### src/rtl/st_ordered_demultiplexer_pkg.sv
// Purpose: shared defaults and elaboration helpers for the ordered demultiplexer.
// Ports  : none (package).
package st_ordered_demultiplexer_pkg;

    localparam int unsigned SOD_NB_OUT_DEF = 2;
    localparam int unsigned SOD_DWIDTH_DEF = 250;
    localparam int unsigned SOD_DEPTH_DEF  = 16;

    // True for powers of two that are at least 2.
    function automatic logic is_pow2(input int unsigned v);
        return (v >= 2) && ((v & (v - 1)) == 0);
    endfunction

endpackage

### src/rtl/st_order_queue.sv
// Purpose: DEPTH x W circular FIFO holding destination orders; first-word-fall-through head,
//          occupancy output and a registered full flag.
// Ports  : clk, rst (async active-low), i_push/i_push_data (write), i_pop (consume head),
//          o_head (current head entry), o_occup (entry count 0..DEPTH), o_full (count == DEPTH).
module st_order_queue
    import st_ordered_demultiplexer_pkg::*;
#(
    parameter int unsigned DEPTH = SOD_DEPTH_DEF,
    parameter int unsigned W     = 1
) (
    input  logic                   clk,
    input  logic                   rst,
    input  logic                   i_push,
    input  logic [W-1:0]           i_push_data,
    input  logic                   i_pop,
    output logic [W-1:0]           o_head,
    output logic [$clog2(DEPTH):0] o_occup,
    output logic                   o_full
);

    localparam int unsigned PW = $clog2(DEPTH);
    localparam int unsigned CW = PW + 1;

    if (!is_pow2(DEPTH)) begin : g_depth_chk
        $error("st_order_queue: DEPTH must be a power of two >= 2");
    end

    logic [W-1:0]  r_mem [DEPTH];
    logic [PW-1:0] r_rd_ptr;
    logic [PW-1:0] r_wr_ptr;
    logic [CW-1:0] r_count;
    logic          r_full;
    logic [CW-1:0] w_count_nxt;
    logic          w_push;
    logic          w_pop;

    // A full queue refuses pushes even when a pop happens in the same cycle.
    assign w_push = i_push & ~r_full;
    assign w_pop  = i_pop & (r_count != '0);

    // Next occupancy; simultaneous push and pop leave it unchanged.
    always_comb begin
        w_count_nxt = r_count;
        if (w_push && !w_pop) begin
            w_count_nxt = r_count + CW'(1);
        end else if (!w_push && w_pop) begin
            w_count_nxt = r_count - CW'(1);
        end
    end

    // Pointers wrap naturally because DEPTH is a power of two.
    always_ff @(posedge clk or negedge rst) begin
        if (!rst) begin
            r_rd_ptr <= '0;
            r_wr_ptr <= '0;
            r_count  <= '0;
            r_full   <= 1'b0;
        end else begin
            if (w_push) r_wr_ptr <= r_wr_ptr + PW'(1);
            if (w_pop)  r_rd_ptr <= r_rd_ptr + PW'(1);
            r_count <= w_count_nxt;
            r_full  <= (w_count_nxt == CW'(DEPTH));
        end
    end

    // Storage needs no reset; only entries below r_count are ever observed.
    always_ff @(posedge clk) begin
        if (w_push) r_mem[r_wr_ptr] <= i_push_data;
    end

    assign o_head  = r_mem[r_rd_ptr];
    assign o_occup = r_count;
    assign o_full  = r_full;

endmodule

### src/rtl/st_ordered_demultiplexer.sv
// Purpose: steers each input beat to the output named by the next entry of the order stream.
// Ports  : clk, rst (async active-low);
//          in_valid/in_ready/in_data           - input beat stream;
//          out_valid/out_ready/out_data [NB_OUT] - registered per-output streams;
//          order_valid/order_ready/order_data  - destination order stream;
//          order_occup                         - queued order count.
module st_ordered_demultiplexer
    import st_ordered_demultiplexer_pkg::*;
#(
    parameter int unsigned NB_OUT = SOD_NB_OUT_DEF,
    parameter int unsigned DWIDTH = SOD_DWIDTH_DEF,
    parameter int unsigned DEPTH  = SOD_DEPTH_DEF
) (
    input  logic                      clk,
    input  logic                      rst,
    input  logic                      in_valid,
    output logic                      in_ready,
    input  logic [DWIDTH-1:0]         in_data,
    output logic                      out_valid [NB_OUT],
    input  logic                      out_ready [NB_OUT],
    output logic [DWIDTH-1:0]         out_data  [NB_OUT],
    input  logic                      order_valid,
    output logic                      order_ready,
    input  logic [$clog2(NB_OUT)-1:0] order_data,
    output logic [$clog2(DEPTH):0]    order_occup
);

    localparam int unsigned IDW = $clog2(NB_OUT);

    if (!is_pow2(NB_OUT)) begin : g_nb_out_chk
        $error("st_ordered_demultiplexer: NB_OUT must be a power of two >= 2");
    end

    logic                    r_out_valid [NB_OUT];
    logic [DWIDTH-1:0]       r_out_data  [NB_OUT];
    logic [IDW-1:0]          w_dest;
    logic [$clog2(DEPTH):0]  w_occup;
    logic                    w_full;
    logic                    w_free;
    logic                    w_accept;
    logic                    w_push;

    assign w_push = order_valid & ~w_full;

    st_order_queue #(
        .DEPTH (DEPTH),
        .W     (IDW)
    ) u_order_queue (
        .clk         (clk),
        .rst         (rst),
        .i_push      (w_push),
        .i_push_data (order_data),
        .i_pop       (w_accept),
        .o_head      (w_dest),
        .o_occup     (w_occup),
        .o_full      (w_full)
    );

    // Head destination can take a beat if its register is empty or draining this cycle.
    assign w_free   = ~r_out_valid[w_dest] | out_ready[w_dest];
    assign in_ready = (w_occup != '0) & w_free;
    assign w_accept = in_valid & in_ready;

    // Refill wins over drain so a drained-and-refilled port keeps valid high.
    always_ff @(posedge clk or negedge rst) begin
        if (!rst) begin
            for (int i = 0; i < int'(NB_OUT); i++) r_out_valid[i] <= 1'b0;
        end else begin
            for (int i = 0; i < int'(NB_OUT); i++) begin
                if (w_accept && (w_dest == IDW'(i))) begin
                    r_out_valid[i] <= 1'b1;
                end else if (out_ready[i]) begin
                    r_out_valid[i] <= 1'b0;
                end
            end
        end
    end

    // Payload registers load only on accept, so data stays stable while a beat is held.
    always_ff @(posedge clk) begin
        if (w_accept) r_out_data[w_dest] <= in_data;
    end

    assign out_valid   = r_out_valid;
    assign out_data    = r_out_data;
    assign order_ready = ~w_full;
    assign order_occup = w_occup;

endmodule
### config.mk
export PLATFORM = sky130hd
export DESIGN_NAME = st_ordered_demultiplexer
export DESIGN_NICKNAME = d
export VERILOG_FILES = /design/src/rtl/st_ordered_demultiplexer_pkg.sv /design/src/rtl/st_order_queue.sv /design/src/rtl/st_ordered_demultiplexer.sv
export SDC_FILE = /design/constraint.sdc
export NUM_CORES = 1
export LEC_CHECK = 0
export ABC_CLOCK_PERIOD_IN_PS = 19700
export CAP_MARGIN = 0
export CELL_PAD_IN_SITES_DETAIL_PLACEMENT = 0
export CELL_PAD_IN_SITES_GLOBAL_PLACEMENT = 1
export CORE_AREA = 5 5 293 295
export CTS_CLUSTER_SIZE = 30
export DETAILED_ROUTE_END_ITERATION = 10
export DIE_AREA = 0 0 298 300
export GPL_ROUTABILITY_DRIVEN = 1
export GPL_TIMING_DRIVEN = 0
export PLACE_DENSITY = 0.57
export RECOVER_POWER = 100
export SLEW_MARGIN = 10
export SYNTH_ARGS = -nofsm -noshare
export SYNTH_HDL_FRONTEND = slang
export SYNTH_SLANG_ARGS = --single-unit
### constraint.sdc
create_clock -name clk -period 19.7 [get_ports clk]
set_input_delay 3.94 -clock clk [delete_from_list [all_inputs] [get_ports clk]]
set_output_delay 3.94 -clock clk [all_outputs]
set_load 0.02 [all_outputs]
==> impl_metrics.tcl, run 1 <==
set metrics [dict create \
    status "complete, but fails checks" \
    violations "capacitance limit, slew limit" \
    dp_slack_ps 10100 \
    ys.warnings.count 0 \
    finClkSkew_ps 24.8 \
    grt_pass1_vias 10200 \
    fmax_ghz 0.0881 \
    mostFrequentLayoutCells "dlygate4sd3_1 (763), edfxtp_1 (516), clkbuf_16 (58), clkbuf_1 (39), nor2_1 (19)" \
    power_density_nw_per_um2 162 \
    setup_ws_ps 8350 \
    synth_top_cell_by_area "edfxtp_1" \
    gr-usage-all-layers 0.119 \
    holdPathStages 2 \
    grt_pass1_wl_um 77700 \
    cts.sinks 532 \
    endpoint_kind "flop" \
    vias_per_cell 3.73 \
    maxSlewViolCount 281 \
    fin_crit_sh 0.576 \
    critPathTopFamily "buffers and inverters" \
    tightest_slew_ps 1860 \
    area_growth_pct 65.2 \
    htree_num_levels 2 \
    core_um2 82900 \
    die_w_um 298 \
    whs_ps 535 \
    io_buffers 764 \
    dp.cells 2516 \
    critical_path_required_ps 19900 \
    layout.nets 1760 \
    cap_viol_max_count 10 \
    intPower_mw 2.92 \
    irDropWorstVdd_mv 0.0713 \
    wl_um 57300 \
    comb_power_share 0.343 \
    synth_nets 917 \
    hp-start "out_valid[0]$_DFFE_PN0P_" \
    r2r_slack_ps 10720 \
    grt_max_degree 31 \
    ys.flop_type "edfxtp_1" \
    synth_area_leaders "edfxtp_1 (92%), dfrtp_1 (2.4%), mux4_1 (0.63%)" \
    grt_use_met3 0.0456 \
    insertion_delay_ps 610 \
    arrival_ps 11550 \
    dp_hpwl_um 45700 \
    critical_path_class "in -> reg" \
    netSwitchingFraction 0.348 \
    worst_r2r_endpoint "out_data[58]$_DFFE_PP_" \
    startpoint_type "input port" \
    syn_avg_cell_area_um2 25.7 \
    r2r_cells 11 \
    synthCells 652 \
    yosysUniqueCellTypes 35 \
    antenna_found_initial 27 \
    min_period_ps 11350 \
    grt_busiest_layer "met2" \
    finalHoldViolations 0 \
    holdPathEnd "out_valid[0]$_DFFE_PN0P_" \
    start_util 0.202 \
    stdcell_count 2627 \
    startpoint "out_ready[0]" \
    synth_edf_count 516 \
    io_pins 766 \
    die_area_um2 89400 \
    worst-path-buf-inv 6 \
    p_clk_frac 0.236 \
    rsz0062_at_grt "no" \
    crit_path_top_delay_cell "clkbuf_1" \
    firstDrtPassIters 4 \
    ant_nets 0 \
    slowest_delay_ps 1300 \
    layout.cells.most_common "dlygate4sd3_1" \
    pwr-share-seq 0.421 \
    wl_per_cell_um 21.8 \
    post-cts-setup-buffers 0 \
    drt_iter0_markers 498 \
    drive_above_1_share 0.0603 \
    gr-total-overflow 0 \
    cts_tree "yes" \
    yosysSeqAreaShare 0.948 \
    synth_top_area_frac 0.924 \
    rr_startpoint "u_order_queue.r_rd_ptr[2]$_DFFE_PN0P_" \
    met1_usage 0.132 \
    row_count 106 \
    drc 0 \
    hold_class "reg -> reg" \
    die_h_um 300 \
    async_flop_share 0.0301 \
    path_cells "dlygate4sd3_1 -> nand2b_1 -> and2b_1 -> mux2i_1 -> clkinvlp_2 -> nand2_1 -> nor2_1 -> clkbuf_1 -> clkbuf_1 -> clkbuf_1 -> clkbuf_1" \
    p_sw_mw 1.56 \
    cts_root_buffer "clkbuf_16" \
    relSlewSlack -0.240 \
    vias 9811 \
    cts-resized-gates 0 \
    ctsHoldBuffers 0 \
    cts_buffers 57 \
    cpMostUsedCell "clkbuf_1" \
    clk_pin_slew_ps 60 \
    critPathMaxFanout 27 \
    setup_violations 0 \
    use_met2 0.214 \
    ys_ff_latch 532 \
    cts_buffer_depth 3 \
    syn_area_um2 16800 \
    p_leak_nw 9.46 \
    place_congestion 0.769 \
]
## registers in the layout (all words and copies together), names as in the netlist
signal / cells
u_order_queue.r_wr_ptr: 4
u_order_queue.o_occup: 5
out_data: 500
u_order_queue.o_full: 1
u_order_queue.r_rd_ptr: 4
u_order_queue.r_mem: 16
out_valid: 2
## per-layer routing
layer	routed length [µm]	share of wire
met5	57	0.0010
met4	1700	0.030
met3	5290	0.092
met2	29500	0.52
met1	20700	0.36
## worst min-delay path, cell delays in order, from the launching register on
cell and delay (ps):
dfrtp_1 340, nand2b_1 70, o21ai_0 80
## metrics by stage
stage                     setup TNS [ps]   util  power [mW]  instance area [µm²]
final                                  0  0.334        4.48                27700
after global routing                   0  0.334        4.68                27700
after CTS                              0  0.339        4.81                28100
after detailed placement               0  0.316        3.73                26200
after global placement          -1679150  0.311        3.94                25800
after floorplan                        0      -        2.84                16800
## cell type report
class | count | area [µm²]
multi-input cells | 105 | 776
clock inverters | 32 | 347
plain buffers | 7 | 48.8
fillers | 7901 | 55200
inverters | 8 | 31.3
repair buffers | 784 | 7720
diodes | 4 | 10.0
flip-flops and latches | 532 | 15900
well taps | 1080 | 1350
clock buffers | 75 | 1530
## how the worst max path moves through the flow
stage | end | cells after the start
global placement | out_data[471]$_DFFE_PP_ | 7
finish | out_data[58]$_DFFE_PP_ | 11
detailed placement | in_ready | 6
floorplan | out_data[0]$_DFFE_PP_ | 6
global route | out_data[121]$_DFFE_PP_ | 11
CTS | in_ready | 6
## kinds of logic (layout without fill, tap and decap cells)
family          count (synthesis)  in the layout  synth area share
fa+ha+maj                       8              8           0.00597
simple gates                   59             59            0.0167
flops                         532            532             0.948
compound gates                 18             18           0.00798
buf+inv                        15            906           0.00485
mux                            10             10            0.0115
other cells                     0              4                 0
xor+xnor                       10             10           0.00522
## power groups by stage
stage	clock network [mW]	logic, mW	registers, mW
finish	1.06	1.54	1.89
global route	1.14	1.61	1.93
CTS	1.10	1.83	1.89
detailed placement	0	1.82	1.91
global placement	0	1.69	2.25
floorplan	0	0.274	2.56
## synthesized netlist by cell type (4+ instances only)
master    count
edfxtp_1    516
o21ai_0       8
nor3_1        5
ha_1          8
xnor2_1      10
nand2b_1      4
nor2_1       19
inv_1         7
dfrtp_1      16
nand2_1      16
mux4_1        4
(Power assumes the default switching activity.)
==> run 2: changes to the inputs <==
--- a/config.mk
+++ b/config.mk
@@ -5,7 +5,7 @@
 export SDC_FILE = /design/constraint.sdc
 export NUM_CORES = 1
 export LEC_CHECK = 0
-export ABC_CLOCK_PERIOD_IN_PS = 19700
+export ABC_CLOCK_PERIOD_IN_PS = 9600
 export CAP_MARGIN = 0
 export CELL_PAD_IN_SITES_DETAIL_PLACEMENT = 0
 export CELL_PAD_IN_SITES_GLOBAL_PLACEMENT = 1
@@ -15,7 +15,7 @@
 export DIE_AREA = 0 0 298 300
 export GPL_ROUTABILITY_DRIVEN = 1
 export GPL_TIMING_DRIVEN = 0
-export PLACE_DENSITY = 0.57
+export PLACE_DENSITY = 0.59
 export RECOVER_POWER = 100
 export SLEW_MARGIN = 10
 export SYNTH_ARGS = -nofsm -noshare
==> constraint.sdc (replaced) <==
create_clock -name clk -period 9.6 [get_ports clk]
set_input_delay 1.92 -clock clk [delete_from_list [all_inputs] [get_ports clk]]
set_output_delay 1.92 -clock clk [all_outputs]
set_load 0.02 [all_outputs]
==> run 2 against run 1 <==
Against the previous run:
- the run still ends with capacitance limit, slew limit left
- critical path depth shrank 1
- core utilization grew 0.25 points
- via count grew 1.0%
- combinational power grew 110%
- global-route usage grew 0.083 points
- critical endpoint is now out_data[368]$_DFFE_PP_
- largest cell class unchanged
==> impl_metrics.tcl, run 2 (synthesis gave the netlist of run 1 again) <==
set metrics [dict create \
    cts_buffers 58 \
    rsz0062_at_grt "no" \
    grt_pass1_vias 10300 \
    vias_per_cell 3.76 \
    antenna_found_initial 26 \
    grt_pass1_wl_um 78400 \
    fin_crit_sh 0.727 \
    crit_path_top_delay_cell "clkbuf_1" \
    die_w_um 298 \
    insertion_delay_ps 610 \
    layout.cells.most_common "dlygate4sd3_1" \
    place_congestion 0.779 \
    violations "capacitance limit, slew limit" \
    vias 9912 \
    clk_pin_slew_ps 60 \
    p_leak_nw 9.55 \
    row_count 106 \
    cts_tree "yes" \
    critPathMaxFanout 28 \
    finClkSkew_ps 17.7 \
    ant_nets 0 \
    grt_max_degree 31 \
    setup_violations 0 \
    arrival_ps 7290 \
    cts_root_buffer "clkbuf_16" \
    path_cells "dlygate4sd3_1 -> nand2b_1 -> and2b_1 -> mux2i_1 -> clkinvlp_2 -> nand2_1 -> nor2_1 -> clkbuf_1 -> clkbuf_1 -> buf_12" \
    die_area_um2 89400 \
    gr-usage-all-layers 0.120 \
    dp.cells 2516 \
    gr-total-overflow 0 \
    whs_ps 520 \
    cts.sinks 532 \
    finalHoldViolations 0 \
    mostFrequentLayoutCells "dlygate4sd3_1 (763), edfxtp_1 (516), clkbuf_16 (59), clkbuf_1 (24), nor2_1 (19)" \
    power_density_nw_per_um2 335 \
    relSlewSlack -0.229 \
    core_um2 82900 \
    firstDrtPassIters 5 \
    cap_viol_max_count 8 \
    stdcell_count 2636 \
    start_util 0.202 \
    io_pins 766 \
    ctsHoldBuffers 0 \
    fmax_ghz 0.143 \
    status "complete, but fails checks" \
    area_growth_pct 66.5 \
    tightest_slew_ps 1840 \
    post-cts-setup-buffers 0 \
    drive_above_1_share 0.0680 \
    startpoint_type "input port" \
    critical_path_required_ps 9910 \
    irDropWorstVdd_mv 0.187 \
    cts_buffer_depth 3 \
    endpoint_kind "flop" \
    layout.nets 1761 \
    die_h_um 300 \
    cpMostUsedCell "clkbuf_1" \
    critical_path_class "in -> reg" \
    slowest_delay_ps 1360 \
    dp_hpwl_um 45300 \
    hold_class "reg -> reg" \
    wl_um 57600 \
    drc 0 \
    largest_register_ffs 500 \
    drt_iter0_markers 599 \
    critPathTopFamily "buffers and inverters" \
    maxSlewViolCount 196 \
    htree_num_levels 2 \
    min_period_ps 6980 \
    wl_per_cell_um 21.9 \
    worst-path-buf-inv 5 \
    io_buffers 764 \
    cts-resized-gates 0 \
]
run 2: changes by cell type in the layout (fill, tap and decap cells not counted), moves of 2 or more:
cell / before / now
buf_12: 0 / 5
bufinv_16: 5 / 7
clkbuf_1: 39 / 24
clkinv_1: 7 / 10
diode_2: 4 / 13
run 2: metal layers:
layer | GRT usage | routed length, µm
met1 | 0.127 | 20100
met5 | 0 | 69
met2 | 0.220 | 30400
met4 | 0.0314 | 1320
met3 | 0.0515 | 5810
run 2: metrics by stage:
stage	power, mW	cell area, µm²	setup TNS (ps)	util	setup WS (ps)
after floorplan	5.63	16800	-11630	-	-23.3
after global routing	9.75	27900	0	0.336	2080
after detailed placement	7.65	26200	0	0.316	4040
after global placement	7.58	25800	-2315990	0.311	-4740
after CTS	9.96	28200	0	0.340	4040
final	9.35	27900	0	0.337	2620
run 2: power by group:
part / leakage, nW / switching [mW] / internal [mW]
Clock: 0.946 / 0.937 / 1.32
Sequential: 5.00 / 0.218 / 3.64
Combinational: 3.60 / 2.10 / 1.14
Total: 9.55 / 3.25 / 6.10
run 2: area by class of cell:
class	count	area, µm²
Clock buffer	66	1500
Sequential cell	532	15900
Timing Repair Buffer	784	7830
Tap cell	1080	1350
Fill cell	7886	55000
Antenna cell	13	32.5
Multi-Input combinational cell	105	773
Clock inverter	41	454
Inverter	8	31.3
Buffer	7	48.8
run 2: path summary, 6_finish.rpt:
| path | startpoint | to | slack (ps) | depth (start not counted) |
|---|---|---|---|---|
| setup / recovery | out_ready[0] | out_data[368]$_DFFE_PP_ | 2620 | 10 |
| hold / removal | out_valid[1]$_DFFE_PN0P_ | out_valid[1]$_DFFE_PN0P_ | 520 | 2 |
| setup reg to reg | u_order_queue.r_rd_ptr[2]$_DFFE_PN0P_ | out_data[368]$_DFFE_PP_ | 2970 | 10 |
| hold reg to reg | out_valid[1]$_DFFE_PN0P_ | out_valid[1]$_DFFE_PN0P_ | 520 | 2 |
| max in group asynchronous | rst | u_order_queue.o_occup[1]$_DFF_PN0_ | 7230 | 1 |
| min in group asynchronous | rst | u_order_queue.r_wr_ptr[3]$_DFFE_PN0P_ | 1860 | 1 |
run 2: worst reg2reg max path: cells and delay by family, from the launching register on:
family / cells / cell delay [ps]
and+or+nand+nor: 2 / 1120
DFF: 1 / 340
buffers and inverters: 5 / 3410
muxes: 3 / 1450
==> run 3: changes to the inputs <==
--- a/config.mk
+++ b/config.mk
@@ -5,7 +5,7 @@
 export SDC_FILE = /design/constraint.sdc
 export NUM_CORES = 1
 export LEC_CHECK = 0
-export ABC_CLOCK_PERIOD_IN_PS = 9600
+export ABC_CLOCK_PERIOD_IN_PS = 6000
 export CAP_MARGIN = 0
 export CELL_PAD_IN_SITES_DETAIL_PLACEMENT = 0
 export CELL_PAD_IN_SITES_GLOBAL_PLACEMENT = 1
==> constraint.sdc (replaced) <==
create_clock -name clk -period 6 [get_ports clk]
set_input_delay 1.2 -clock clk [delete_from_list [all_inputs] [get_ports clk]]
set_output_delay 1.2 -clock clk [all_outputs]
set_load 0.02 [all_outputs]
==> run 3 against run 2 <==
Against the previous run:
- the run still ends with capacitance limit, slew limit left
- core utilization up 0.25 points
- critical path type is now reg -> reg
- critical path depth rose by 1
- clock power up 55%
- total power up 61%
- worst setup slack lost 1500 ps
- via count down 0.64%
- final cell count down 0.11%
- largest cell class unchanged
- critical endpoint is now out_data[424]$_DFFE_PP_
- register-to-register slack worse by 1900 ps
- design area is 0.75% higher
- sequential share of layout area down 0.42 points
- largest power group unchanged
==> impl_metrics.tcl, run 3 (synthesis gave the netlist of run 1 again) <==
set metrics [dict create \
    status "complete, but fails checks" \
    violations "capacitance limit, slew limit" \
    dp_hpwl_um 45000 \
    min_period_ps 4920 \
    worst-path-buf-inv 6 \
    wl_per_cell_um 21.6 \
    core_um2 82900 \
    fin_crit_sh 0.820 \
    arrival_ps 5240 \
    fillers 7809 \
    endpoint_kind "flop" \
    dp.cells 2517 \
    mostFrequentLayoutCells "dlygate4sd3_1 (762), edfxtp_1 (516), clkbuf_16 (57), nor2_1 (19), clkbuf_1 (18)" \
    p_leak_nw 9.64 \
    post-cts-setup-buffers 0 \
    die_w_um 298 \
    dpl_cell_area_um2 26300 \
    cap_viol_max_count 2 \
    io_pins 766 \
    startpoint_type "flop" \
    grt_pass1_wl_um 78100 \
    met1_usage 0.129 \
    cts_buffer_depth 3 \
    critical_path_required_ps 6320 \
    critPathMaxFanout 27 \
    die_area_um2 89400 \
    grt_pass1_vias 10500 \
    drive_above_1_share 0.0758 \
    critPathTopFamily "simple AND/OR/NAND/NOR gates" \
    path_cells "buf_6 -> mux4_2 -> mux4_2 -> mux2i_1 -> inv_4 -> nand2_1 -> nor2_1 -> buf_12 -> buf_12 -> buf_16 -> buf_16" \
    hold_class "reg -> reg" \
    slowest_delay_ps 1460 \
    vias_per_cell 3.74 \
    firstDrtPassIters 4 \
    gr-usage-all-layers 0.119 \
    fin_area_um2 28100 \
    tightest_slew_ps 1910 \
    ant_nets 0 \
    die_h_um 300 \
    finalHoldViolations 0 \
    vias 9849 \
    relSlewSlack -0.276 \
    row_count 106 \
    cts.sinks 532 \
    cts_buffers 57 \
    grt_max_degree 30 \
    layout.cells.most_common "dlygate4sd3_1" \
    crit_path_top_delay_cell "nor2_1" \
    whs_ps 522 \
    fmax_ghz 0.203 \
    place_congestion 0.803 \
    drc 0 \
    finClkSkew_ps 27.3 \
    largest_register_ffs 500 \
    drt_iter0_markers 509 \
    insertion_delay_ps 620 \
    cts-resized-gates 0 \
    layout.nets 1761 \
    grt_busiest_layer "met2" \
    wl_um 56800 \
    grt_use_met3 0.0458 \
    start_util 0.202 \
    irDropWorstVdd_mv 0.304 \
    gr-total-overflow 0 \
    ctsHoldBuffers 0 \
    fin_util 0.339 \
    rsz0062_at_grt "no" \
    maxSlewViolCount 29 \
    use_met2 0.217 \
    cts_tree "yes" \
    clk_pin_slew_ps 60 \
    area_growth_pct 67.7 \
    htree_num_levels 2 \
    stdcell_count 2633 \
    cts_root_buffer "clkbuf_16" \
    io_buffers 764 \
    power_density_nw_per_um2 537 \
    setup_violations 0 \
    antenna_found_initial 21 \
    critical_path_class "reg -> reg" \
]
==> run 3: cell types whose count changed in the layout (fill, tap and decap cells not counted), sizes merged <==
cell           previous run  this run
buf                      10        25
clkbuf                   83        75
dlygate4sd3             763       762
clkdlybuf4s50             1         2
inv                      11        10
diode                    13         9
clkinv                   25        23
clkinvlp                  6         3
==> run 3: routing by layer <==
| metal | part of all wire | vias to the layer above |
|---|---|---|
| met5 | 0.00060 | - |
| met4 | 0.030 | 4 |
| met3 | 0.097 | 104 |
| met2 | 0.52 | 490 |
| met1 | 0.35 | 4918 |
| li1 | - | 4333 |
==> run 3: through the flow <==
step                 TNS, ps  power, mW  setup WS, ps
global route               0       15.7           773
CTS                        0       15.9          1410
floorplan             -59150       8.85          -125
global placement    -1440010       12.2         -2920
finish                     0       15.1          1080
detailed placement         0       12.3          1700
==> run 3: final timing paths <==
| check | startpoint | to | slack, ps | depth (start not counted) |
|---|---|---|---|---|
| min in group asynchronous | rst | u_order_queue.r_wr_ptr[1]$_DFFE_PN0P_ | 1140 | 1 |
| max in group asynchronous | rst | u_order_queue.o_occup[2]$_DFF_PN0_ | 4330 | 1 |
| min | out_valid[1]$_DFFE_PN0P_ | out_valid[1]$_DFFE_PN0P_ | 520 | 2 |
| min reg2reg | out_valid[1]$_DFFE_PN0P_ | out_valid[1]$_DFFE_PN0P_ | 520 | 2 |
| max | u_order_queue.r_rd_ptr[2]$_DFFE_PN0P_ | out_data[424]$_DFFE_PP_ | 1080 | 11 |
| max reg2reg | u_order_queue.r_rd_ptr[2]$_DFFE_PN0P_ | out_data[424]$_DFFE_PP_ | 1080 | 11 |
==> run 3: layout make-up <==
| type | count | area, µm² | share of cell area |
|---|---|---|---|
| Tap cell | 1080 | 1350 | 0.0480 |
| Antenna cell | 9 | 22.5 | 0.000801 |
| Inverter | 8 | 32.5 | 0.00116 |
| Sequential cell | 532 | 15900 | 0.565 |
| Timing Repair Buffer | 785 | 8120 | 0.289 |
| Clock inverter | 35 | 412 | 0.0146 |
| Multi-Input combinational cell | 105 | 761 | 0.0270 |
| Buffer | 7 | 48.8 | 0.00173 |
| Clock buffer | 72 | 1480 | 0.0527 |
==> run 3: worst min-delay path, stage by stage, from the launching register on <==
cell      delay (ps)
dfrtp_1          340
nand2b_1          70
o21ai_0           70
==> run 3: power by group <==
group          total [mW]  internal [mW]  leakage (nW)  switching (mW)
Sequential           6.12           5.77          5.00           0.351
Clock                3.51           2.06         0.913            1.45
Combinational        5.46           2.08          3.72            3.38
Total                15.1           9.91          9.64            5.18
